## src/rtl/tl_arb_pkg.sv

```systemverilog
// TileLink opcode constants and beat-count helpers shared by the 2:1 master arbiter.
package tl_arb_pkg;

  // A-channel opcodes
  localparam logic [2:0] OP_PUT_FULL    = 3'd0;
  localparam logic [2:0] OP_PUT_PARTIAL = 3'd1;
  localparam logic [2:0] OP_ARITH       = 3'd2;
  localparam logic [2:0] OP_LOGIC       = 3'd3;
  localparam logic [2:0] OP_GET         = 3'd4;
  localparam logic [2:0] OP_HINT        = 3'd5;

  // D-channel opcodes
  localparam logic [2:0] OP_ACCESS_ACK      = 3'd0;
  localparam logic [2:0] OP_ACCESS_ACK_DATA = 3'd1;
  localparam logic [2:0] OP_HINT_ACK        = 3'd2;

  // Beat counter width and log2 of bytes carried per beat
  localparam int unsigned BEAT_W     = 16;
  localparam logic [7:0]  BEAT_SHIFT = 8'd3;

  // Beats in an A message: only data-carrying opcodes (0..3) above one beat of payload burst.
  function automatic logic [BEAT_W-1:0] a_beats(input logic [2:0] opcode, input logic [7:0] size);
    logic [BEAT_W-1:0] beats;
    beats = BEAT_W'(1);
    if ((opcode <= OP_LOGIC) && (size > BEAT_SHIFT)) begin
      beats = BEAT_W'(1) << (size - BEAT_SHIFT);
    end
    return beats;
  endfunction

  // Beats in a D message: only AccessAckData carries a multi-beat payload.
  function automatic logic [BEAT_W-1:0] d_beats(input logic [2:0] opcode, input logic [7:0] size);
    logic [BEAT_W-1:0] beats;
    beats = BEAT_W'(1);
    if ((opcode == OP_ACCESS_ACK_DATA) && (size > BEAT_SHIFT)) begin
      beats = BEAT_W'(1) << (size - BEAT_SHIFT);
    end
    return beats;
  endfunction

endpackage

```

## src/rtl/tl_master_arb_if.sv

```systemverilog
// TileLink-UL A/D channel bundle; master drives A and sinks D, slave is the opposite side.
interface tl_master_arb_if #(
  parameter int unsigned DATA_W = 64,
  parameter int unsigned ADDR_W = 32,
  parameter int unsigned SIZE_W = 4,
  parameter int unsigned SRC_W  = 1,
  parameter int unsigned SINK_W = 1
);

  logic                a_valid;
  logic                a_ready;
  logic [2:0]          a_opcode;
  logic [2:0]          a_param;
  logic [SIZE_W-1:0]   a_size;
  logic [SRC_W-1:0]    a_source;
  logic [ADDR_W-1:0]   a_address;
  logic [DATA_W/8-1:0] a_mask;
  logic [DATA_W-1:0]   a_data;
  logic                a_corrupt;

  logic                d_valid;
  logic                d_ready;
  logic [2:0]          d_opcode;
  logic [1:0]          d_param;
  logic [SIZE_W-1:0]   d_size;
  logic [SRC_W-1:0]    d_source;
  logic [SINK_W-1:0]   d_sink;
  logic                d_denied;
  logic [DATA_W-1:0]   d_data;
  logic                d_corrupt;

  modport master (
    output a_valid, a_opcode, a_param, a_size, a_source, a_address, a_mask, a_data, a_corrupt,
    input  a_ready,
    input  d_valid, d_opcode, d_param, d_size, d_source, d_sink, d_denied, d_data, d_corrupt,
    output d_ready
  );

  modport slave (
    input  a_valid, a_opcode, a_param, a_size, a_source, a_address, a_mask, a_data, a_corrupt,
    output a_ready,
    output d_valid, d_opcode, d_param, d_size, d_source, d_sink, d_denied, d_data, d_corrupt,
    input  d_ready
  );

endinterface

```

## src/rtl/tl_beat_counter.sv

```systemverilog
// Tracks the beat position inside a TileLink burst; first/last are combinational flags.
module tl_beat_counter
  import tl_arb_pkg::*;
(
  input  logic              clock,
  input  logic              reset,
  input  logic              fire,
  input  logic [BEAT_W-1:0] beats,
  output logic              first_c,
  output logic              last_c
);

  logic [BEAT_W-1:0] count_q;

  assign first_c = (count_q == '0);
  assign last_c  = (count_q == (beats - BEAT_W'(1)));

  // Advance on each fired beat, wrap to zero after the last one
  always_ff @(posedge clock) begin
    if (reset) begin
      count_q <= '0;
    end else if (fire) begin
      count_q <= last_c ? '0 : (count_q + BEAT_W'(1));
    end
  end

endmodule

```

## src/rtl/tl_master_arb.sv

```systemverilog
// Two-requester TileLink-UL arbiter onto one master port: zero-latency A muxing with
// burst locking, D routing by source MSB, per-requester outstanding limits.
// Build option: TL_MASTER_ARB_PRIO_EN gives req0 fixed priority instead of round-robin.
module tl_master_arb
  import tl_arb_pkg::*;
#(
  parameter int unsigned DATA_W  = 64,
  parameter int unsigned ADDR_W  = 32,
  parameter int unsigned SIZE_W  = 4,
  parameter int unsigned SRC_W   = 1,
  parameter int unsigned MAX_OUT = 4
) (
  input  logic           clock,
  input  logic           reset,
  tl_master_arb_if.slave  req0,
  tl_master_arb_if.slave  req1,
  tl_master_arb_if.master tl_master
);

  localparam int unsigned CNT_W = $clog2(MAX_OUT + 1);

  localparam logic [0:0] ST_IDLE = 1'b0;
  localparam logic [0:0] ST_LOCK = 1'b1;

  logic [0:0]       state_q, state_d;
  logic             grant_q, grant_d;
  logic             hold_q, hold_d;
  logic [CNT_W-1:0] cnt_q [2];
  logic [CNT_W-1:0] cnt_d [2];

  logic [1:0]        a_req_c;
  logic [1:0]        elig_c;
  logic              arb_gnt_c;
  logic              arb_vld_c;
  logic              locked_c;
  logic              gnt_c;
  logic              sel_vld_c;
  logic              a_fire_c;
  logic              a_first_c;
  logic              a_last_c;
  logic [BEAT_W-1:0] a_beats_c;

  logic [2:0]          a_opcode_c;
  logic [SIZE_W-1:0]   a_size_c;
  logic [SRC_W-1:0]    a_source_c;
  logic [ADDR_W-1:0]   a_address_c;
  logic [DATA_W-1:0]   a_data_c;

  logic              d_route_c;
  logic              d_ready_c;
  logic              d_fire_c;
  logic              d_last_c;
  logic              d_first_unused;
  logic [BEAT_W-1:0] d_beats_c;

  // Requesters that may win a fresh grant: valid and below the outstanding limit
  assign a_req_c = {req1.a_valid, req0.a_valid};
  assign elig_c[0] = a_req_c[0] & (cnt_q[0] != CNT_W'(MAX_OUT));
  assign elig_c[1] = a_req_c[1] & (cnt_q[1] != CNT_W'(MAX_OUT));

`ifdef TL_MASTER_ARB_PRIO_EN
  // Fixed priority: req0 wins whenever it is eligible
  always_comb begin
    arb_vld_c = |elig_c;
    arb_gnt_c = ~elig_c[0];
  end
`else
  logic rr_q, rr_d;

  // Round-robin: the pointer names the requester favoured this cycle
  always_comb begin
    arb_vld_c = |elig_c;
    arb_gnt_c = elig_c[rr_q] ? rr_q : ~rr_q;
  end

  // Pointer moves past the winner whenever a new message starts
  always_comb begin
    rr_d = rr_q;
    if (a_fire_c && a_first_c) begin
      rr_d = ~gnt_c;
    end
  end

  // Round-robin pointer register
  always_ff @(posedge clock) begin
    if (reset) begin
      rr_q <= 1'b0;
    end else begin
      rr_q <= rr_d;
    end
  end
`endif

  // Grant is frozen during a burst and while a presented beat is stalled
  assign locked_c  = (state_q == ST_LOCK) | hold_q;
  assign gnt_c     = locked_c ? grant_q : arb_gnt_c;
  assign sel_vld_c = locked_c ? a_req_c[grant_q] : arb_vld_c;
  assign a_fire_c  = ~reset & sel_vld_c & tl_master.a_ready;

  assign a_opcode_c  = gnt_c ? req1.a_opcode  : req0.a_opcode;
  assign a_size_c    = gnt_c ? req1.a_size    : req0.a_size;
  assign a_source_c  = gnt_c ? req1.a_source  : req0.a_source;
  assign a_address_c = gnt_c ? req1.a_address : req0.a_address;
  assign a_data_c    = gnt_c ? req1.a_data    : req0.a_data;

  assign tl_master.a_valid   = ~reset & sel_vld_c;
  assign tl_master.a_opcode  = a_opcode_c;
  assign tl_master.a_param   = gnt_c ? req1.a_param   : req0.a_param;
  assign tl_master.a_size    = a_size_c;
  assign tl_master.a_source  = {gnt_c, a_source_c};
  assign tl_master.a_address = a_address_c;
  assign tl_master.a_mask    = gnt_c ? req1.a_mask    : req0.a_mask;
  assign tl_master.a_data    = a_data_c;
  assign tl_master.a_corrupt = gnt_c ? req1.a_corrupt : req0.a_corrupt;

  assign req0.a_ready = ~reset & sel_vld_c & ~gnt_c & tl_master.a_ready;
  assign req1.a_ready = ~reset & sel_vld_c &  gnt_c & tl_master.a_ready;

  assign a_beats_c = a_beats(a_opcode_c, 8'(a_size_c));

  tl_beat_counter u_a_beats (
    .clock   (clock),
    .reset   (reset),
    .fire    (a_fire_c),
    .beats   (a_beats_c),
    .first_c (a_first_c),
    .last_c  (a_last_c)
  );

  // D responses are steered by the source MSB the arbiter prepended on A
  assign d_route_c = tl_master.d_source[SRC_W];
  assign d_ready_c = d_route_c ? req1.d_ready : req0.d_ready;
  assign d_fire_c  = ~reset & tl_master.d_valid & d_ready_c;
  assign d_beats_c = d_beats(tl_master.d_opcode, 8'(tl_master.d_size));

  assign tl_master.d_ready = ~reset & d_ready_c;

  assign req0.d_valid   = ~reset & tl_master.d_valid & ~d_route_c;
  assign req0.d_opcode  = tl_master.d_opcode;
  assign req0.d_param   = tl_master.d_param;
  assign req0.d_size    = tl_master.d_size;
  assign req0.d_source  = tl_master.d_source[SRC_W-1:0];
  assign req0.d_sink    = tl_master.d_sink;
  assign req0.d_denied  = tl_master.d_denied;
  assign req0.d_data    = tl_master.d_data;
  assign req0.d_corrupt = tl_master.d_corrupt;

  assign req1.d_valid   = ~reset & tl_master.d_valid & d_route_c;
  assign req1.d_opcode  = tl_master.d_opcode;
  assign req1.d_param   = tl_master.d_param;
  assign req1.d_size    = tl_master.d_size;
  assign req1.d_source  = tl_master.d_source[SRC_W-1:0];
  assign req1.d_sink    = tl_master.d_sink;
  assign req1.d_denied  = tl_master.d_denied;
  assign req1.d_data    = tl_master.d_data;
  assign req1.d_corrupt = tl_master.d_corrupt;

  tl_beat_counter u_d_beats (
    .clock   (clock),
    .reset   (reset),
    .fire    (d_fire_c),
    .beats   (d_beats_c),
    .first_c (d_first_unused),
    .last_c  (d_last_c)
  );

  // IDLE/LOCK next state plus grant capture for bursts and stalled beats
  always_comb begin
    state_d = state_q;
    grant_d = grant_q;
    hold_d  = 1'b0;
    case (state_q)
      ST_IDLE: begin
        grant_d = gnt_c;
        hold_d  = sel_vld_c & ~tl_master.a_ready;
        if (a_fire_c && a_first_c && !a_last_c) begin
          state_d = ST_LOCK;
        end
      end
      ST_LOCK: begin
        if (a_fire_c && a_last_c) begin
          state_d = ST_IDLE;
        end
      end
      default: state_d = ST_IDLE;
    endcase
  end

  // Outstanding counts: +1 on a message's first A beat, -1 on its last D beat, floor at zero
  always_comb begin
    for (int i = 0; i < 2; i++) begin
      logic inc;
      logic dec;
      inc = a_fire_c & a_first_c & (gnt_c == 1'(i));
      dec = d_fire_c & d_last_c & (d_route_c == 1'(i)) & (cnt_q[i] != '0);
      cnt_d[i] = cnt_q[i];
      if (inc && !dec) begin
        cnt_d[i] = cnt_q[i] + CNT_W'(1);
      end else if (dec && !inc) begin
        cnt_d[i] = cnt_q[i] - CNT_W'(1);
      end
    end
  end

  // State, grant and outstanding-count registers
  always_ff @(posedge clock) begin
    if (reset) begin
      state_q <= ST_IDLE;
      grant_q <= 1'b0;
      hold_q  <= 1'b0;
      for (int i = 0; i < 2; i++) begin
        cnt_q[i] <= '0;
      end
    end else begin
      state_q <= state_d;
      grant_q <= grant_d;
      hold_q  <= hold_d;
      for (int i = 0; i < 2; i++) begin
        cnt_q[i] <= cnt_d[i];
      end
    end
  end

endmodule

```

## src/flat_wrapper.sv

```systemverilog
// flat-port wrapper written by rule: the top's interface ports become plain ports
module tl_master_arb_flat import tl_arb_pkg::*;
#(
  parameter int unsigned DATA_W  = 64,
  parameter int unsigned ADDR_W  = 32,
  parameter int unsigned SIZE_W  = 4,
  parameter int unsigned SRC_W   = 1,
  parameter int unsigned MAX_OUT = 4
)
  (clock, reset, req0_a_valid, req0_a_opcode, req0_a_param, req0_a_size, req0_a_source, req0_a_address, req0_a_mask, req0_a_data, req0_a_corrupt, req0_a_ready, req0_d_valid, req0_d_opcode, req0_d_param, req0_d_size, req0_d_source, req0_d_sink, req0_d_denied, req0_d_data, req0_d_corrupt, req0_d_ready, req1_a_valid, req1_a_opcode, req1_a_param, req1_a_size, req1_a_source, req1_a_address, req1_a_mask, req1_a_data, req1_a_corrupt, req1_a_ready, req1_d_valid, req1_d_opcode, req1_d_param, req1_d_size, req1_d_source, req1_d_sink, req1_d_denied, req1_d_data, req1_d_corrupt, req1_d_ready, tl_master_a_valid, tl_master_a_opcode, tl_master_a_param, tl_master_a_size, tl_master_a_source, tl_master_a_address, tl_master_a_mask, tl_master_a_data, tl_master_a_corrupt, tl_master_a_ready, tl_master_d_valid, tl_master_d_opcode, tl_master_d_param, tl_master_d_size, tl_master_d_source, tl_master_d_sink, tl_master_d_denied, tl_master_d_data, tl_master_d_corrupt, tl_master_d_ready);
  tl_master_arb_if #(.DATA_W(DATA_W), .ADDR_W(ADDR_W), .SIZE_W(SIZE_W), .SRC_W(SRC_W)) req0_i ();
  tl_master_arb_if #(.DATA_W(DATA_W), .ADDR_W(ADDR_W), .SIZE_W(SIZE_W), .SRC_W(SRC_W)) req1_i ();
  tl_master_arb_if #(.DATA_W(DATA_W), .ADDR_W(ADDR_W), .SIZE_W(SIZE_W), .SRC_W(SRC_W)) tl_master_i ();
  input  logic clock;
  input  logic reset;
  input wire logic [$bits(req0_i.a_valid)-1:0] req0_a_valid;
  input wire logic [$bits(req0_i.a_opcode)-1:0] req0_a_opcode;
  input wire logic [$bits(req0_i.a_param)-1:0] req0_a_param;
  input wire logic [$bits(req0_i.a_size)-1:0] req0_a_size;
  input wire logic [$bits(req0_i.a_source)-1:0] req0_a_source;
  input wire logic [$bits(req0_i.a_address)-1:0] req0_a_address;
  input wire logic [$bits(req0_i.a_mask)-1:0] req0_a_mask;
  input wire logic [$bits(req0_i.a_data)-1:0] req0_a_data;
  input wire logic [$bits(req0_i.a_corrupt)-1:0] req0_a_corrupt;
  output wire logic [$bits(req0_i.a_ready)-1:0] req0_a_ready;
  output wire logic [$bits(req0_i.d_valid)-1:0] req0_d_valid;
  output wire logic [$bits(req0_i.d_opcode)-1:0] req0_d_opcode;
  output wire logic [$bits(req0_i.d_param)-1:0] req0_d_param;
  output wire logic [$bits(req0_i.d_size)-1:0] req0_d_size;
  output wire logic [$bits(req0_i.d_source)-1:0] req0_d_source;
  output wire logic [$bits(req0_i.d_sink)-1:0] req0_d_sink;
  output wire logic [$bits(req0_i.d_denied)-1:0] req0_d_denied;
  output wire logic [$bits(req0_i.d_data)-1:0] req0_d_data;
  output wire logic [$bits(req0_i.d_corrupt)-1:0] req0_d_corrupt;
  input wire logic [$bits(req0_i.d_ready)-1:0] req0_d_ready;
  input wire logic [$bits(req1_i.a_valid)-1:0] req1_a_valid;
  input wire logic [$bits(req1_i.a_opcode)-1:0] req1_a_opcode;
  input wire logic [$bits(req1_i.a_param)-1:0] req1_a_param;
  input wire logic [$bits(req1_i.a_size)-1:0] req1_a_size;
  input wire logic [$bits(req1_i.a_source)-1:0] req1_a_source;
  input wire logic [$bits(req1_i.a_address)-1:0] req1_a_address;
  input wire logic [$bits(req1_i.a_mask)-1:0] req1_a_mask;
  input wire logic [$bits(req1_i.a_data)-1:0] req1_a_data;
  input wire logic [$bits(req1_i.a_corrupt)-1:0] req1_a_corrupt;
  output wire logic [$bits(req1_i.a_ready)-1:0] req1_a_ready;
  output wire logic [$bits(req1_i.d_valid)-1:0] req1_d_valid;
  output wire logic [$bits(req1_i.d_opcode)-1:0] req1_d_opcode;
  output wire logic [$bits(req1_i.d_param)-1:0] req1_d_param;
  output wire logic [$bits(req1_i.d_size)-1:0] req1_d_size;
  output wire logic [$bits(req1_i.d_source)-1:0] req1_d_source;
  output wire logic [$bits(req1_i.d_sink)-1:0] req1_d_sink;
  output wire logic [$bits(req1_i.d_denied)-1:0] req1_d_denied;
  output wire logic [$bits(req1_i.d_data)-1:0] req1_d_data;
  output wire logic [$bits(req1_i.d_corrupt)-1:0] req1_d_corrupt;
  input wire logic [$bits(req1_i.d_ready)-1:0] req1_d_ready;
  output wire logic [$bits(tl_master_i.a_valid)-1:0] tl_master_a_valid;
  output wire logic [$bits(tl_master_i.a_opcode)-1:0] tl_master_a_opcode;
  output wire logic [$bits(tl_master_i.a_param)-1:0] tl_master_a_param;
  output wire logic [$bits(tl_master_i.a_size)-1:0] tl_master_a_size;
  output wire logic [$bits(tl_master_i.a_source)-1:0] tl_master_a_source;
  output wire logic [$bits(tl_master_i.a_address)-1:0] tl_master_a_address;
  output wire logic [$bits(tl_master_i.a_mask)-1:0] tl_master_a_mask;
  output wire logic [$bits(tl_master_i.a_data)-1:0] tl_master_a_data;
  output wire logic [$bits(tl_master_i.a_corrupt)-1:0] tl_master_a_corrupt;
  input wire logic [$bits(tl_master_i.a_ready)-1:0] tl_master_a_ready;
  input wire logic [$bits(tl_master_i.d_valid)-1:0] tl_master_d_valid;
  input wire logic [$bits(tl_master_i.d_opcode)-1:0] tl_master_d_opcode;
  input wire logic [$bits(tl_master_i.d_param)-1:0] tl_master_d_param;
  input wire logic [$bits(tl_master_i.d_size)-1:0] tl_master_d_size;
  input wire logic [$bits(tl_master_i.d_source)-1:0] tl_master_d_source;
  input wire logic [$bits(tl_master_i.d_sink)-1:0] tl_master_d_sink;
  input wire logic [$bits(tl_master_i.d_denied)-1:0] tl_master_d_denied;
  input wire logic [$bits(tl_master_i.d_data)-1:0] tl_master_d_data;
  input wire logic [$bits(tl_master_i.d_corrupt)-1:0] tl_master_d_corrupt;
  output wire logic [$bits(tl_master_i.d_ready)-1:0] tl_master_d_ready;
  assign req0_i.a_valid = req0_a_valid;
  assign req0_i.a_opcode = req0_a_opcode;
  assign req0_i.a_param = req0_a_param;
  assign req0_i.a_size = req0_a_size;
  assign req0_i.a_source = req0_a_source;
  assign req0_i.a_address = req0_a_address;
  assign req0_i.a_mask = req0_a_mask;
  assign req0_i.a_data = req0_a_data;
  assign req0_i.a_corrupt = req0_a_corrupt;
  assign req0_a_ready = req0_i.a_ready;
  assign req0_d_valid = req0_i.d_valid;
  assign req0_d_opcode = req0_i.d_opcode;
  assign req0_d_param = req0_i.d_param;
  assign req0_d_size = req0_i.d_size;
  assign req0_d_source = req0_i.d_source;
  assign req0_d_sink = req0_i.d_sink;
  assign req0_d_denied = req0_i.d_denied;
  assign req0_d_data = req0_i.d_data;
  assign req0_d_corrupt = req0_i.d_corrupt;
  assign req0_i.d_ready = req0_d_ready;
  assign req1_i.a_valid = req1_a_valid;
  assign req1_i.a_opcode = req1_a_opcode;
  assign req1_i.a_param = req1_a_param;
  assign req1_i.a_size = req1_a_size;
  assign req1_i.a_source = req1_a_source;
  assign req1_i.a_address = req1_a_address;
  assign req1_i.a_mask = req1_a_mask;
  assign req1_i.a_data = req1_a_data;
  assign req1_i.a_corrupt = req1_a_corrupt;
  assign req1_a_ready = req1_i.a_ready;
  assign req1_d_valid = req1_i.d_valid;
  assign req1_d_opcode = req1_i.d_opcode;
  assign req1_d_param = req1_i.d_param;
  assign req1_d_size = req1_i.d_size;
  assign req1_d_source = req1_i.d_source;
  assign req1_d_sink = req1_i.d_sink;
  assign req1_d_denied = req1_i.d_denied;
  assign req1_d_data = req1_i.d_data;
  assign req1_d_corrupt = req1_i.d_corrupt;
  assign req1_i.d_ready = req1_d_ready;
  assign tl_master_a_valid = tl_master_i.a_valid;
  assign tl_master_a_opcode = tl_master_i.a_opcode;
  assign tl_master_a_param = tl_master_i.a_param;
  assign tl_master_a_size = tl_master_i.a_size;
  assign tl_master_a_source = tl_master_i.a_source;
  assign tl_master_a_address = tl_master_i.a_address;
  assign tl_master_a_mask = tl_master_i.a_mask;
  assign tl_master_a_data = tl_master_i.a_data;
  assign tl_master_a_corrupt = tl_master_i.a_corrupt;
  assign tl_master_i.a_ready = tl_master_a_ready;
  assign tl_master_i.d_valid = tl_master_d_valid;
  assign tl_master_i.d_opcode = tl_master_d_opcode;
  assign tl_master_i.d_param = tl_master_d_param;
  assign tl_master_i.d_size = tl_master_d_size;
  assign tl_master_i.d_source = tl_master_d_source;
  assign tl_master_i.d_sink = tl_master_d_sink;
  assign tl_master_i.d_denied = tl_master_d_denied;
  assign tl_master_i.d_data = tl_master_d_data;
  assign tl_master_i.d_corrupt = tl_master_d_corrupt;
  assign tl_master_d_ready = tl_master_i.d_ready;
  tl_master_arb #(.DATA_W(DATA_W), .ADDR_W(ADDR_W), .SIZE_W(SIZE_W), .SRC_W(SRC_W), .MAX_OUT(MAX_OUT)) u_core (.clock(clock), .reset(reset), .req0(req0_i), .req1(req1_i), .tl_master(tl_master_i));
endmodule
```

## config.mk

```make
export PLATFORM = sky130hd
export DESIGN_NAME = tl_master_arb_flat
export DESIGN_NICKNAME = d
export VERILOG_FILES = /design/src/rtl/tl_arb_pkg.sv /design/src/rtl/tl_master_arb_if.sv /design/src/rtl/tl_beat_counter.sv /design/src/rtl/tl_master_arb.sv /design/src/flat_wrapper.sv
export SDC_FILE = /design/constraint.sdc
export NUM_CORES = 1
export LEC_CHECK = 0
export BUFFER_PORTS_ARGS = -buffer_cell sky130_fd_sc_hd__buf_4
export CELL_PAD_IN_SITES_DETAIL_PLACEMENT = 1
export CELL_PAD_IN_SITES_GLOBAL_PLACEMENT = 2
export CORE_AREA = 2 2 228 230
export CTS_BUF_LIST = sky130_fd_sc_hd__clkbuf_4
export CTS_CLUSTER_SIZE = 16
export DETAILED_ROUTE_END_ITERATION = 12
export DIE_AREA = 0 0 230 232
export PLACE_DENSITY_LB_ADDON = 0.2
export SYNTH_ARGS = -nofsm -noshare
export SYNTH_HDL_FRONTEND = slang
export SYNTH_SLANG_ARGS = --single-unit
export TNS_END_PERCENT = 50
```

## constraint.sdc

```tcl
create_clock -name clock -period 10.14 [get_ports clock]
set_input_delay 1.014 -clock clock [delete_from_list [all_inputs] [get_ports clock]]
set_output_delay 1.014 -clock clock [all_outputs]
set_load 0.02 [all_outputs]
```

Yosys cells after proc, flatten, opt, wreduce, memory -nomap -nowiden
Memories as Yosys holds them, arrays and structs flattened. Cells that the tools add are included.

Bits in writable memories: 6. Logic and storage cells: 75. Bits in read-only memories: 0. Register bits after elaboration: 20. Latch bits: 0. Memories: 1. Input bits: 317. Output and inout port bits: 276.

Muxes and demuxes: 27. Multiply operators: 0. Equality and inequality tests: 3. Bitwise operators: 21. Shift-type cells: 1. Add/sub/neg operators: 5. Divide/modulo/power cells: 0. Reductions and logical operators: 8. Magnitude comparators: 4.

Memories: u_core.cnt_q (depth 2, bits a word 3, rd ports 2, clocked after memory_dff 0, wr ports 2, RTL line tl_master_arb.sv:28) `logic [CNT_W-1:0] cnt_q [2];`.

Operators by type and width (number): $mux 64 (1); $mux 16 (2); $mux 32 (1); $mux 3 (6); $add 16x1->16 const B (1); $eq 16x16->1 (1); $logic_not 16->1 (1); $shl 1x8->16 const A (1); $sub 16x1->16 const B (1); $mux 1 (14); $and 1x1->1 (13); $mux 8 (1); $add 3x1->3 const B (2); $ne 3x3->1 const B (2); $not 1->1 (5); $sub 4x2->5 const B (1); $gt 4x2->1 const B (1); $logic_and 1x1->1 (4); $lt 1x2->1 const B (2); $mux 4 (1); $reduce_or 2->1 (2); $le 3x2->1 const B (1); $or 1x1->1 (3); $pmux 1 s2 (1); $logic_not 1->1 (1).

Longest topological paths before layout
Gate-level depths: netlist (run 1). An unclocked memory read counts as a cell.

Word-level depth: 17. Mapped depth: 26. Depth with buffers taken out: 21.

By module
A second synthesis (run 1) with hierarchy kept.

Cell total of the unflattened synthesis: 855. Area, all modules: 5108.6 sq um.

Modules (own cells, without submodules): tl_master_arb (cells an instance 666, area an instance 3677.3 sq um, times used 1); tl_beat_counter (cells an instance 189, area an instance 1431.4 sq um, times used 1).

Worst setup path before layout (run 1)
Ideal clock, no wire load.

Path type: input-to-reg. Start point: input port req0_a_valid. End point: register u_core.u_a_beats.count_q[3]. Buffers on the path: 7. Arrival: 5.510 ns. Library setup time: 0.139 ns. Stages: 23. Slack: 4.491 ns. Cell sequence: a21boi_1 o221a_2 nor2_1 buf_2 clkbuf_1 clkbuf_1 nand2_1 nand2_1 ha_1 buf_2 buf_2 nand3b_1 a21oi_1 a21oi_1 nor4_1 ha_1 clkbuf_1 o211ai_1 a211oi_1 o32ai_1 nor4_4 buf_6 a211oi_2.

Cells in the longest elaborated chain, start to end: 12.

Ends and longest elaborated chain: start: declaration (RTL line flat_wrapper.sv:16) `input wire logic [$bits(req0_i.a_valid)-1:0] req0_a_valid;`; $and 1x1->1 (*) (RTL line tl_master_arb.sv:58) `assign elig_c[0] = a_req_c[0] & (cnt_q[0] != CNT_W'(MAX_OUT));`; $mux 1 (not written as such) (*) (2 in a row) (RTL line tl_master_arb.sv:73) `arb_gnt_c = elig_c[rr_q] ? rr_q : ~rr_q;`; $mux 1 (*) (RTL line tl_master_arb.sv:73); $mux 1 (*) (RTL line tl_master_arb.sv:96) `assign gnt_c = locked_c ? grant_q : arb_gnt_c;`; $mux 4 (*) (RTL line tl_master_arb.sv:101) `assign a_size_c = gnt_c ? req1.a_size : req0.a_size;`; named net tl_master_a_size[1] (RTL line flat_wrapper.sv:59) `output wire logic [$bits(tl_master_i.a_size)-1:0] tl_master_a_size;`; $sub 4x2->5 or $gt 4x2->1 (tied branches) (RTL line tl_arb_pkg.sv:26, tl_arb_pkg.sv:25); $shl 1x8->16 or $logic_and 1x1->1 (tied branches) (RTL line tl_arb_pkg.sv:26, tl_arb_pkg.sv:25); $mux 16 (*) (RTL line tl_arb_pkg.sv:25) `if ((opcode <= OP_LOGIC) && (size > BEAT_SHIFT)) begin`; $sub 16x1->16 (*) (RTL line tl_beat_counter.sv:16) `assign last_c = (count_q == (beats - BEAT_W'(1)));`; $eq 16x16->1 (*) (RTL line tl_beat_counter.sv:16); $mux 16 (*) (RTL line tl_beat_counter.sv:23) `count_q <= last_c ? '0 : (count_q + BEAT_W'(1));`; end signal: assignment (RTL line tl_beat_counter.sv:23); end: declaration (RTL line tl_beat_counter.sv:13) `logic [BEAT_W-1:0] count_q;`.

The timed path passes the listed nets; every way through them passes the cells marked *. The select of a mux whose other input is x is not followed. A chain may end at the register's enable or synchronous reset.

Worst setup path in the final report (run 1)
Start point: input port req0_a_valid. End point: register u_core.u_a_beats.count_q[15].

Cells in the longest elaborated chain, start to end: 12.

Ends and longest elaborated chain: $and 1x1->1 (RTL line tl_master_arb.sv:58); $mux 1 (not written as such) (2 in a row) (RTL line tl_master_arb.sv:73); $mux 1 (RTL line tl_master_arb.sv:73); $mux 1 (RTL line tl_master_arb.sv:96); $mux 4 or $mux 3 (tied branches) (RTL line tl_master_arb.sv:101, tl_master_arb.sv:100); $sub 4x2->5, or another cell as far along (RTL line tl_arb_pkg.sv:26) `beats = BEAT_W'(1) << (size - BEAT_SHIFT);`; $shl 1x8->16 or $logic_and 1x1->1 (tied branches) (RTL line tl_arb_pkg.sv:26, tl_arb_pkg.sv:25); $mux 16 (RTL line tl_arb_pkg.sv:25); $sub 16x1->16 (RTL line tl_beat_counter.sv:16); $eq 16x16->1 (RTL line tl_beat_counter.sv:16); $mux 16 (RTL line tl_beat_counter.sv:23).

Several ways; a longest one is shown, not always the timed one. The select of a mux whose other input is x is not followed.

==> flow_summary.json, run 1 <==
{
  "cts_resized": 0,
  "cts_root_buffer": "clkbuf_4",
  "die_width_um": 230,
  "wl_mm": 34.3,
  "r2r.worst_path.cells": 19,
  "fillers": 6341,
  "gr-total-overflow": 0,
  "die-area_um2": 53400,
  "min_delay_path_depth": 1,
  "cp_num_buf_inv": 2,
  "ys_seq_elements": 26,
  "crit_path_cell_trace": "buf_4 -> a21boi_1 -> o221a_2 -> nor2_4 -> o21ai_0 -> ha_1 -> inv_1 -> nand2_1 -> nor4_1 -> nor4_1 -> ha_1 -> nand2b_1 -> a311o_1 -> o221a_2 -> and4_1 -> o211ai_1 -> nor3_4 -> a211oi_1",
  "clock.fmax_mhz": 150,
  "htreeDepth": 1,
  "antenna_found_initial": 3,
  "cts_buffers": 3,
  "hold_viol_final": 0,
  "finalCoreUtilization_pct": 14.9,
  "hold_path_class": "reg -> reg",
  "layout-drive-gt1-share_pct": 38.4,
  "synthTopCellsByArea": "nand2_1 (26%), buf_4 (22%), dfxtp_1 (9.8%)",
  "mostFrequentLayoutCell": "nand2_1",
  "path_delay_family": "simple AND/OR/NAND/NOR gates",
  "synth_seq_area_share_pct": 9.75,
  "portBuffers": 357,
  "finalCritPeriodShare_pct": 65.6,
  "hold_buffers": 0,
  "powerDensity_nw_per_um2": 137,
  "ir_drop_v": 0.0000567,
  "via_count": 6195,
  "multi_input_area_um2": 3380,
  "tritoncts": "yes",
  "drc_errors": 0,
  "antenna_cells": 0,
  "clock_latency_ns": 0.33,
  "synth_top_area_share_pct": 25.9,
  "num_rows": 83,
  "synthSimpleGateAreaFrac_pct": 38.1,
  "min_to": "u_core.hold_q",
  "outcome": "complete, no violations",
  "first_pass_iters": 4,
  "grt_usage_pct": 12.0,
  "synth-adder-area-share_pct": 1.88,
  "synthArstFlopShare_pct": 0,
  "mostFrequentLayoutCells": "nand2_1 (367), buf_4 (365), dfxtp_1 (26)",
  "relSlewSlack_pct": 33.0,
  "muxShareOfSynthArea_pct": 2.56,
  "ys.flop_type": "dfxtp_1",
  "crit_path_start_kind": "input pin",
  "hold_path_startpoint": "u_core.state_q",
  "register_area_um2": 520,
  "slew_violations": 0,
  "synth_xor_area_share_pct": 5.91,
  "clockBufferDepth": 2,
  "worstPathArrival_ns": 6.85,
  "syn_to_final_growth_pct": 41.9,
  "grt_first_pass_wirelength_mm": 47.2,
  "cts_setup_buffers": 0,
  "rsz0062_at_grt": "false",
  "viasPerCell": 3.60,
  "slowest_stage": "nor3_4",
  "cap_violations": 0,
  "syn_avg_cell_area_um2": 6.06,
  "synth.distinct_cells": 67,
  "io_pins": 593,
  "synth_enable_flop_cells": 0,
  "ff2ff_setup_slack_ns": 3.60,
  "critPathMaxFanout": 26,
  "syn_area_um2": 5340,
  "dp_hpwl_mm": 29.3,
  "ant_nets": 0,
  "die_h_um": 232,
  "start_util_pct": 10.5,
  "slowest_delay_ns": 0.79,
  "critical_path_class": "in -> reg",
  "worst_slew_pin_slew_ns": 1.00,
  "r2r-end": "u_core.u_a_beats.count_q[15]",
  "path_clk_slew_ns": 0.16,
  "wl_per_cell_um": 19.9,
  "worstPathRequired_ns": 10.34,
  "synth_top_family_by_area": "simple AND/OR/NAND/NOR gates",
  "synth_cells": 881,
  "fin_tns_setup_ns": 0,
  "fin_worst_skew_ns": 0.0116,
  "r2r-start": "u_core.cnt_q[0][3]",
  "coreArea_um2": 50900,
  "numClockSinks": 26,
  "drt_iter0_drc": 188,
  "routabilityCongestion": 0.780,
  "grt_pass1_vias": 6414,
  "grt_max_degree": 72,
  "end_kind": "register",
  "period_minus_slack_ns": 6.66,
  "fin_nets": 1370,
  "synth_top_cell_by_area": "nand2_1",
  "p_leak_nw": 3.71,
  "yosys_warnings": 0,
  "synth-compound-area-share_pct": 14.5,
  "setup_viol": 0,
  "holdWs_ns": 0.532
}
[cell families (layout without fill, tap and decap cells)]
kind of cell,count (synthesis),count (layout)
AOI/OAI and AO/OA,101,101
other,1,2
muxes,11,11
xor gates and xnor gates,36,36
adders and majority gates,8,8
buffers and inverters,222,383
DFF,26,26
and+or+nand+nor,476,476
[registers in the layout, indices dropped and copies added, names as in the netlist]
register and count:
u_core.rr_q 1, u_core.hold_q 1, u_core.u_a_beats.count_q 16, u_core.grant_q 1, u_core.state_q 1, u_core.cnt_q 6
[worst register-to-register path, cell delays in order, from the launching register on]
cell,delay (ns)
dfxtp_1,0.41
inv_1,0.06
ha_1,0.20
and2_4,0.16
o221a_2,0.42
nor2_4,0.63
o21ai_0,0.39
ha_1,0.71
inv_1,0.28
nand2_1,0.15
nor4_1,0.06
nor4_1,0.52
ha_1,0.60
nand2b_1,0.17
a311o_1,0.11
o221a_2,0.16
and4_1,0.21
o211ai_1,0.16
nor3_4,0.79
a211oi_1,0.20
[worst max path at each step]
stage | slack [ns] | start | to | cells after the start
after floorplan | 4.49 | req0_a_valid | u_core.u_a_beats.count_q[3] | 23
after global placement | 2.83 | req0_a_valid | u_core.u_a_beats.count_q[12] | 18
after detailed placement | 2.92 | req0_a_valid | u_core.u_a_beats.count_q[15] | 18
after CTS | 3.30 | req0_a_valid | u_core.u_a_beats.count_q[15] | 18
after global routing | 2.97 | req0_a_valid | u_core.u_a_beats.count_q[0] | 18
final | 3.48 | req0_a_valid | u_core.u_a_beats.count_q[15] | 18
[routing by layer]
layer / track usage [%] / share of wire, %
met5: 0 / 0.052
met2: 22.2 / 53
met4: 1.90 / 1.5
met3: 4.14 / 8.1
met1: 13.4 / 37
[cell type report]
cell class                      instances  area share [%]
Timing Repair Buffer                  365            36.2
Sequential cell                        26            6.87
Clock buffer                            3           0.297
Tap cell                              680            11.2
Multi-Input combinational cell        634            44.7
Inverter                               15           0.743
[synth_stat cells (3+ instances only)]
library cell,instances
a2111oi_0,4
a21oi_1,17
nand2_1,368
buf_2,7
nor4_1,10
nand4_1,8
buf_4,156
mux2i_1,8
nand2b_1,7
a211oi_2,9
and3_1,8
dfxtp_1,26
or2_2,3
a31oi_1,7
ha_1,8
xor2_1,17
buf_6,3
nor2b_1,5
o211ai_1,7
nor3b_1,5
inv_1,15
o21ai_0,11
nand3_1,9
a221oi_1,3
xnor2_1,19
a211oi_1,12
and4_1,3
buf_1,7
clkbuf_1,34
and2_1,6
nor3_1,7
nor2_1,26
[report_power, final]
part           switching [W]  total [W]  leakage [nW]  internal (W)
clock              0.0000336  0.0000475        0.0138     0.0000139
sequential        0.00000688   0.000114         0.211      0.000107
combinational       0.000545   0.000875          3.49      0.000330
total               0.000585    0.00104          3.71      0.000450
[stage by stage]
step	instance area [um^2]	setup slack [ns]	total power, W	instances
floorplan	5340	4.49	0.000691	882
global placement	7550	2.83	0.00102	1720
detailed placement	7550	2.92	0.00102	1720
CTS	7570	3.30	0.00107	1723
global route	7570	2.97	0.00113	1723
finish	7570	3.48	0.00104	1723
Power figures use the tool's default switching activity.
==> inputs of run 2 (changes only) <==
--- a/config.mk
+++ b/config.mk
@@ -5,14 +5,15 @@
 export SDC_FILE = /design/constraint.sdc
 export NUM_CORES = 1
 export LEC_CHECK = 0
+export ABC_AREA = 1
 export BUFFER_PORTS_ARGS = -buffer_cell sky130_fd_sc_hd__buf_4
 export CELL_PAD_IN_SITES_DETAIL_PLACEMENT = 1
 export CELL_PAD_IN_SITES_GLOBAL_PLACEMENT = 2
-export CORE_AREA = 2 2 228 230
+export CORE_AREA = 2 2 230 232
 export CTS_BUF_LIST = sky130_fd_sc_hd__clkbuf_4
 export CTS_CLUSTER_SIZE = 16
 export DETAILED_ROUTE_END_ITERATION = 12
-export DIE_AREA = 0 0 230 232
+export DIE_AREA = 0 0 232 234
 export PLACE_DENSITY_LB_ADDON = 0.2
 export SYNTH_ARGS = -nofsm -noshare
 export SYNTH_HDL_FRONTEND = slang
==> constraint.sdc (replaced) <==
create_clock -name clock -period 5.8 [get_ports clock]
set_input_delay 0.58 -clock clock [delete_from_list [all_inputs] [get_ports clock]]
set_output_delay 0.58 -clock clock [all_outputs]
set_load 0.02 [all_outputs]
==> flow_summary.json, run 2 <==
{
  "fin_worst_skew_ns": 0.0199,
  "crit_path_start_kind": "register",
  "dp_hpwl_mm": 35.2,
  "slowest_delay_ns": 0.41,
  "via_count": 6619,
  "cts_resized": 0,
  "register_area_um2": 520,
  "grt_max_degree": 85,
  "htreeDepth": 1,
  "min_delay_path_depth": 2,
  "reg_top3": "u_core.u_a_beats.count_q (16), u_core.cnt_q (6)",
  "r2r-end": "u_core.u_a_beats.count_q[6]",
  "yosysMostFrequentCell": "nand2_1",
  "die_width_um": 232,
  "end_kind": "register",
  "start_util_pct": 10.1,
  "cts_setup_buffers": 0,
  "finalCritPeriodShare_pct": 77.2,
  "ys.flop_type": "dfxtp_1",
  "synth_enable_flop_cells": 0,
  "clkPwrFrac_pct": 7.5,
  "die_h_um": 234,
  "clock.fmax_mhz": 223,
  "first_pass_iters": 4,
  "drt_iter0_drc": 168,
  "layout-drive-gt1-share_pct": 34.5,
  "critPathMaxFanout": 32,
  "multi_input_area_um2": 3140,
  "grt_usage_pct": 13.9,
  "synth_top_cell_by_area": "nand2_1",
  "largest-register": "u_core.u_a_beats.count_q",
  "fillers": 6583,
  "synthTopCellsByCount": "nand2_1 (478), buf_4 (156), nor2_1 (72)",
  "coreArea_um2": 52000,
  "ff2ff_setup_slack_ns": 1.32,
  "cts_buffers": 3,
  "p_sw_share_pct": 57.8,
  "mostFrequentLayoutCell": "nand2_1",
  "critical_path_class": "reg -> reg",
  "largest_register_ffs": 16,
  "io_pins": 593,
  "fin_nets": 1506,
  "tritoncts": "yes",
  "cap_violations": 0,
  "path_clk_slew_ns": 0.18,
  "die-area_um2": 54300,
  "intPower_w": 0.000764,
  "worstPathRequired_ns": 6.06,
  "relSlewSlack_pct": 36.1,
  "hold_path_class": "in -> reg",
  "slew_violations": 0,
  "p_leak_nw": 4.19,
  "synth.distinct_cells": 35,
  "grt_first_pass_wirelength_mm": 52.8,
  "ys_seq_elements": 26,
  "routabilityCongestion": 0.807,
  "fin_tns_setup_ns": 0,
  "antenna_found_initial": 1,
  "hold_viol_final": 0,
  "r2r-start": "u_core.cnt_q[0][0]",
  "clock_latency_ns": 0.36,
  "ir_drop_v": 0.0000643,
  "p_sw_w": 0.00105,
  "clockBufferDepth": 2,
  "pwr-share-seq_pct": 10.4,
  "worst_slew_pin_slew_ns": 0.959,
  "syn_avg_cell_area_um2": 5.28,
  "hold_buffers": 0,
  "cts_root_buffer": "clkbuf_4",
  "gr-total-overflow": 0,
  "ant_nets": 0,
  "slowest_stage": "buf_4",
  "syn_area_um2": 5270,
  "yosys_warnings": 0,
  "syn_to_final_growth_pct": 44.2,
  "synth_cells": 999,
  "hold_path_startpoint": "tl_master_a_ready",
  "drc_errors": 0,
  "r2r.worst_path.cells": 26,
  "num_rows": 84,
  "period_minus_slack_ns": 4.48,
  "power_frac_comb_pct": 82.1,
  "rsz0062_at_grt": "false",
  "synth_top_area_share_pct": 34.0,
  "mostFrequentLayoutCells": "nand2_1 (478), buf_4 (362), nor2_1 (72)",
  "portBuffers": 357,
  "fin_ws_ns": 1.32,
  "viasPerCell": 3.54,
  "synthTopCellsByArea": "nand2_1 (34%), buf_4 (22%), dfxtp_1 (9.9%)",
  "numClockSinks": 26,
  "pre_cts_slack_ns": 1.21,
  "outcome": "complete, no violations",
  "min_to": "u_core.hold_q",
  "worstPathArrival_ns": 4.74,
  "wl_per_cell_um": 20.9,
  "grt_pass1_vias": 6995,
  "synthArstFlopShare_pct": 0,
  "powerDensity_nw_per_um2": 238,
  "wl_mm": 39.0,
  "setup_viol": 0,
  "synth_seq_area_share_pct": 9.88,
  "antenna_cells": 0,
  "worst_path_most_repeated_cell": "nand2_1"
}
run 2: changes by cell type in the layout (fill, tap and decap cells not counted), moves of 8 or more:
cell and delta:
a211oi_2 -9, nor2_2 +8, xnor2_1 -19, a21oi_1 -10, nand2_2 +9, nor2_1 +47
nand2_1 +111, nand3_1 +30, a211oi_1 -11, inv_1 +55, inv_2 +9, and3_1 -8
nand4_1 +8
run 2: worst max-delay path by stage:
stage	from	end	cells after the start
CTS	u_core.cnt_q[0][0]	u_core.u_a_beats.count_q[11]	26
finish	u_core.cnt_q[0][0]	u_core.u_a_beats.count_q[6]	26
floorplan	u_core.cnt_q[0][3]	u_core.u_a_beats.count_q[14]	30
global placement	req1_a_valid	u_core.u_a_beats.count_q[6]	23
detailed placement	req1_a_valid	u_core.u_a_beats.count_q[4]	23
global route	u_core.cnt_q[0][0]	u_core.u_a_beats.count_q[15]	26
run 2: logic make-up after synthesis:
logic type	synth area share, %
multiplexers	0.190
XOR/XNOR	2.66
AND/OR/NAND/NOR	52.5
adder cells (fa/ha/maj)	1.90
AO/OA/AOI/OAI	2.21
buffers and inverters	30.6
flip-flops	9.88
other	0.0712
run 2: through the flow:
stage | instances | utilization [%] | hold slack [ns] | area, um^2 | power [W]
2_1_floorplan | 1000 | - | 0.439 | 5270 | 0.00114
3_3_place_gp | 1864 | 14.5 | 0.451 | 7550 | 0.00174
3_5_place_dp | 1864 | 14.5 | 0.466 | 7550 | 0.00174
4_1_cts | 1868 | 14.6 | 0.375 | 7600 | 0.00189
5_1_grt | 1868 | 14.6 | 0.381 | 7600 | 0.00198
6_report | 1868 | 14.6 | 0.415 | 7600 | 0.00181
run 2: metal layers:
metal  track usage, %  vias up  routed length, um
li1                 -     3235                  -
met4             3.55        4               1070
met1             13.6     2990              13600
met2             25.0      367              19500
met3             7.64       23               4670
met5             2.59        -                149
run 2: power by group through the flow:
stage               clock (W)  sequential, W  combinational, W
finish               0.000135       0.000189           0.00149
global route         0.000151       0.000190           0.00164
CTS                  0.000147       0.000189           0.00155
detailed placement          0       0.000193           0.00155
global placement            0       0.000193           0.00155
floorplan                   0       0.000192          0.000944
run 2: layout make-up:
cell class,instances,area share (%)
well taps,688,11.3
inverters,81,4.03
clock inverters,1,0.395
clock buffers,3,0.296
multi-input cells,707,41.3
flip-flops and latches,26,6.85
repair buffers,362,35.8
run 2: worst max-delay path, delay by kind of cell, from the launching register on:
family                     cells  cell delay, ns
and+or+nand+nor               20            2.72
buffers and inverters          3            0.52
adders and majority gates      2            0.47
DFF                            1            0.37
AOI/OAI and AO/OA              1            0.26
==> inputs of run 3 (changes only) <==
--- a/config.mk
+++ b/config.mk
@@ -9,11 +9,11 @@
 export BUFFER_PORTS_ARGS = -buffer_cell sky130_fd_sc_hd__buf_4
 export CELL_PAD_IN_SITES_DETAIL_PLACEMENT = 1
 export CELL_PAD_IN_SITES_GLOBAL_PLACEMENT = 2
-export CORE_AREA = 2 2 230 232
+export CORE_AREA = 2 2 228 230
 export CTS_BUF_LIST = sky130_fd_sc_hd__clkbuf_4
 export CTS_CLUSTER_SIZE = 16
 export DETAILED_ROUTE_END_ITERATION = 12
-export DIE_AREA = 0 0 232 234
+export DIE_AREA = 0 0 230 232
 export PLACE_DENSITY_LB_ADDON = 0.2
 export SYNTH_ARGS = -nofsm -noshare
 export SYNTH_HDL_FRONTEND = slang
==> constraint.sdc (replaced) <==
create_clock -name clock -period 4.2 [get_ports clock]
set_input_delay 0.42 -clock clock [delete_from_list [all_inputs] [get_ports clock]]
set_output_delay 0.42 -clock clock [all_outputs]
set_load 0.02 [all_outputs]
==> flow_summary.json, run 3 (same netlist as run 2, synthesis figures left out) <==
{
  "clockBufferDepth": 2,
  "dp_hpwl_mm": 33.3,
  "dp.cells": 1875,
  "crit_path_start_kind": "register",
  "powerDensity_nw_per_um2": 324,
  "finish.instance_area_um2": 7780,
  "clkPwrFrac_pct": 7.6,
  "grt_usage_pct": 13.3,
  "largest-register": "u_core.u_a_beats.count_q",
  "wl_per_cell_um": 19.6,
  "period_minus_slack_ns": 3.74,
  "hold_path_class": "in -> reg",
  "placed_cell_area_um2": 7680,
  "worstPathRequired_ns": 4.48,
  "path_delay_family": "simple AND/OR/NAND/NOR gates",
  "die_width_um": 230,
  "drt_iter0_drc": 218,
  "layout-drive-gt1-share_pct": 36.3,
  "fin_nets": 1526,
  "cp_num_buf_inv": 5,
  "fin_tns_setup_ns": 0,
  "mostFrequentLayoutCells": "nand2_1 (478), buf_4 (381), inv_1 (69), nor2_1 (69), nand3_1 (39)",
  "wl_mm": 37.0,
  "finalCritPeriodShare_pct": 89.0,
  "crit_start": "u_core.cnt_q[0][3]",
  "die-area_um2": 53400,
  "outcome": "complete, no violations",
  "clock_latency_ns": 0.36,
  "drc_errors": 0,
  "ant_nets": 0,
  "crit_cells": 27,
  "cts_root_buffer": "clkbuf_4",
  "worstPathArrival_ns": 4.02,
  "num_rows": 83,
  "reg_top3": "u_core.u_a_beats.count_q (16), u_core.cnt_q (6)",
  "gr-total-overflow": 0,
  "grt_first_pass_wirelength_mm": 51.3,
  "coreArea_um2": 50900,
  "p_leak_nw": 4.29,
  "fillers": 6526,
  "start_util_pct": 10.4,
  "critical_path_class": "reg -> reg",
  "ff2ff_setup_slack_ns": 0.46,
  "portBuffers": 357,
  "fin_worst_skew_ns": 0.00318,
  "antenna_found_initial": 6,
  "p_sw_w": 0.00143,
  "worst_slew_pin_slew_ns": 0.556,
  "die_h_um": 232,
  "via_count": 6593,
  "slew_violations": 0,
  "path_clk_slew_ns": 0.17,
  "power_frac_comb_pct": 82.0,
  "slowest_delay_ns": 0.39,
  "cts_buffers": 3,
  "htreeDepth": 1,
  "p_sw_share_pct": 56.6,
  "numClockSinks": 26,
  "routabilityCongestion": 0.824,
  "r2r-end": "u_core.state_q",
  "grt_pass1_vias": 7035,
  "viasPerCell": 3.50,
  "end_kind": "register",
  "intPower_w": 0.00110,
  "r2r.worst_path.cells": 27,
  "cap_violations": 0,
  "largest_register_ffs": 16,
  "grt_max_degree": 67,
  "r2r-start": "u_core.cnt_q[0][3]",
  "slowest_stage": "dfxtp_1",
  "mostFrequentLayoutCell": "nand2_1",
  "critPathMaxFanout": 11,
  "finalCoreUtilization_pct": 15.3,
  "ir_drop_v": 0.000103,
  "hold_viol_final": 0,
  "worst_path_most_repeated_cell": "nand3_1",
  "stdcell_count": 1883,
  "relSlewSlack_pct": 62.9,
  "io_pins": 593,
  "clock.fmax_mhz": 267,
  "pwr-share-seq_pct": 10.4,
  "syn_to_final_growth_pct": 47.6,
  "first_pass_iters": 4,
  "hold_buffers": 0,
  "crit_end": "u_core.state_q",
  "setup_viol": 0,
  "tritoncts": "yes"
}
## run 3: cell count changes in the layout (fill, tap and decap cells not counted), moves of 2 or more
cell / change
nor2_1: -3
buf_4: +19
ha_2: +2
dfxtp_2: +2
dfxtp_1: -2
diode_2: +3
nor2_2: +2
ha_1: -2
## run 3: worst min-delay path by stage
stage | from | endpoint | slack [ns] | cells after the start
after floorplan | u_core.cnt_q[0][2] | u_core.cnt_q[0][2] | 0.44 | 2
after global placement | u_core.cnt_q[0][5] | u_core.cnt_q[0][5] | 0.45 | 2
after detailed placement | u_core.cnt_q[0][5] | u_core.cnt_q[0][5] | 0.46 | 2
after CTS | tl_master_a_ready | u_core.hold_q | 0.20 | 2
after global routing | tl_master_a_ready | u_core.hold_q | 0.19 | 2
final | tl_master_a_ready | u_core.hold_q | 0.21 | 2
## run 3: through the flow
stage	hold slack [ns]	total power, W	worst slack [ns]
final	0.209	0.00252	0.460
after global routing	0.194	0.00275	-0.00415
after CTS	0.198	0.00259	0.0899
after detailed placement	0.463	0.00239	0.114
after global placement	0.455	0.00239	0.181
after floorplan	0.439	0.00157	0.687
## run 3: power by group through the flow
stage          clock network, W  registers (W)  logic, W
3_5_place_dp                  0       0.000267   0.00212
2_1_floorplan                 0       0.000265   0.00130
3_3_place_gp                  0       0.000267   0.00213
4_1_cts                0.000201       0.000262   0.00213
5_1_grt                0.000211       0.000263   0.00228
6_report               0.000193       0.000262   0.00207
## run 3: timing repair
action,CTS,global route
setup endpoints to repair,0,25
resized for setup,0,11
buffers inserted,0,1
## run 3: layout make-up
| class | instances | area (um^2) | share of cell area, % |
|---|---|---|---|
| Clock buffer | 3 | 22.5 | 0.289 |
| Timing Repair Buffer | 382 | 2870 | 36.9 |
| Clock inverter | 1 | 30.0 | 0.386 |
| Tap cell | 680 | 851 | 10.9 |
| Multi-Input combinational cell | 707 | 3170 | 40.7 |
| Sequential cell | 26 | 523 | 6.72 |
| Antenna cell | 3 | 7.51 | 0.0965 |
| Inverter | 81 | 307 | 3.94 |
## run 3: metal layers
layer	vias up	track usage [%]	part of all wire, %
met3	16	7.08	12
met4	8	1.17	0.57
met5	-	1.93	0.38
met2	338	25.1	52
li1	3282	-	-
met1	2949	13.2	35
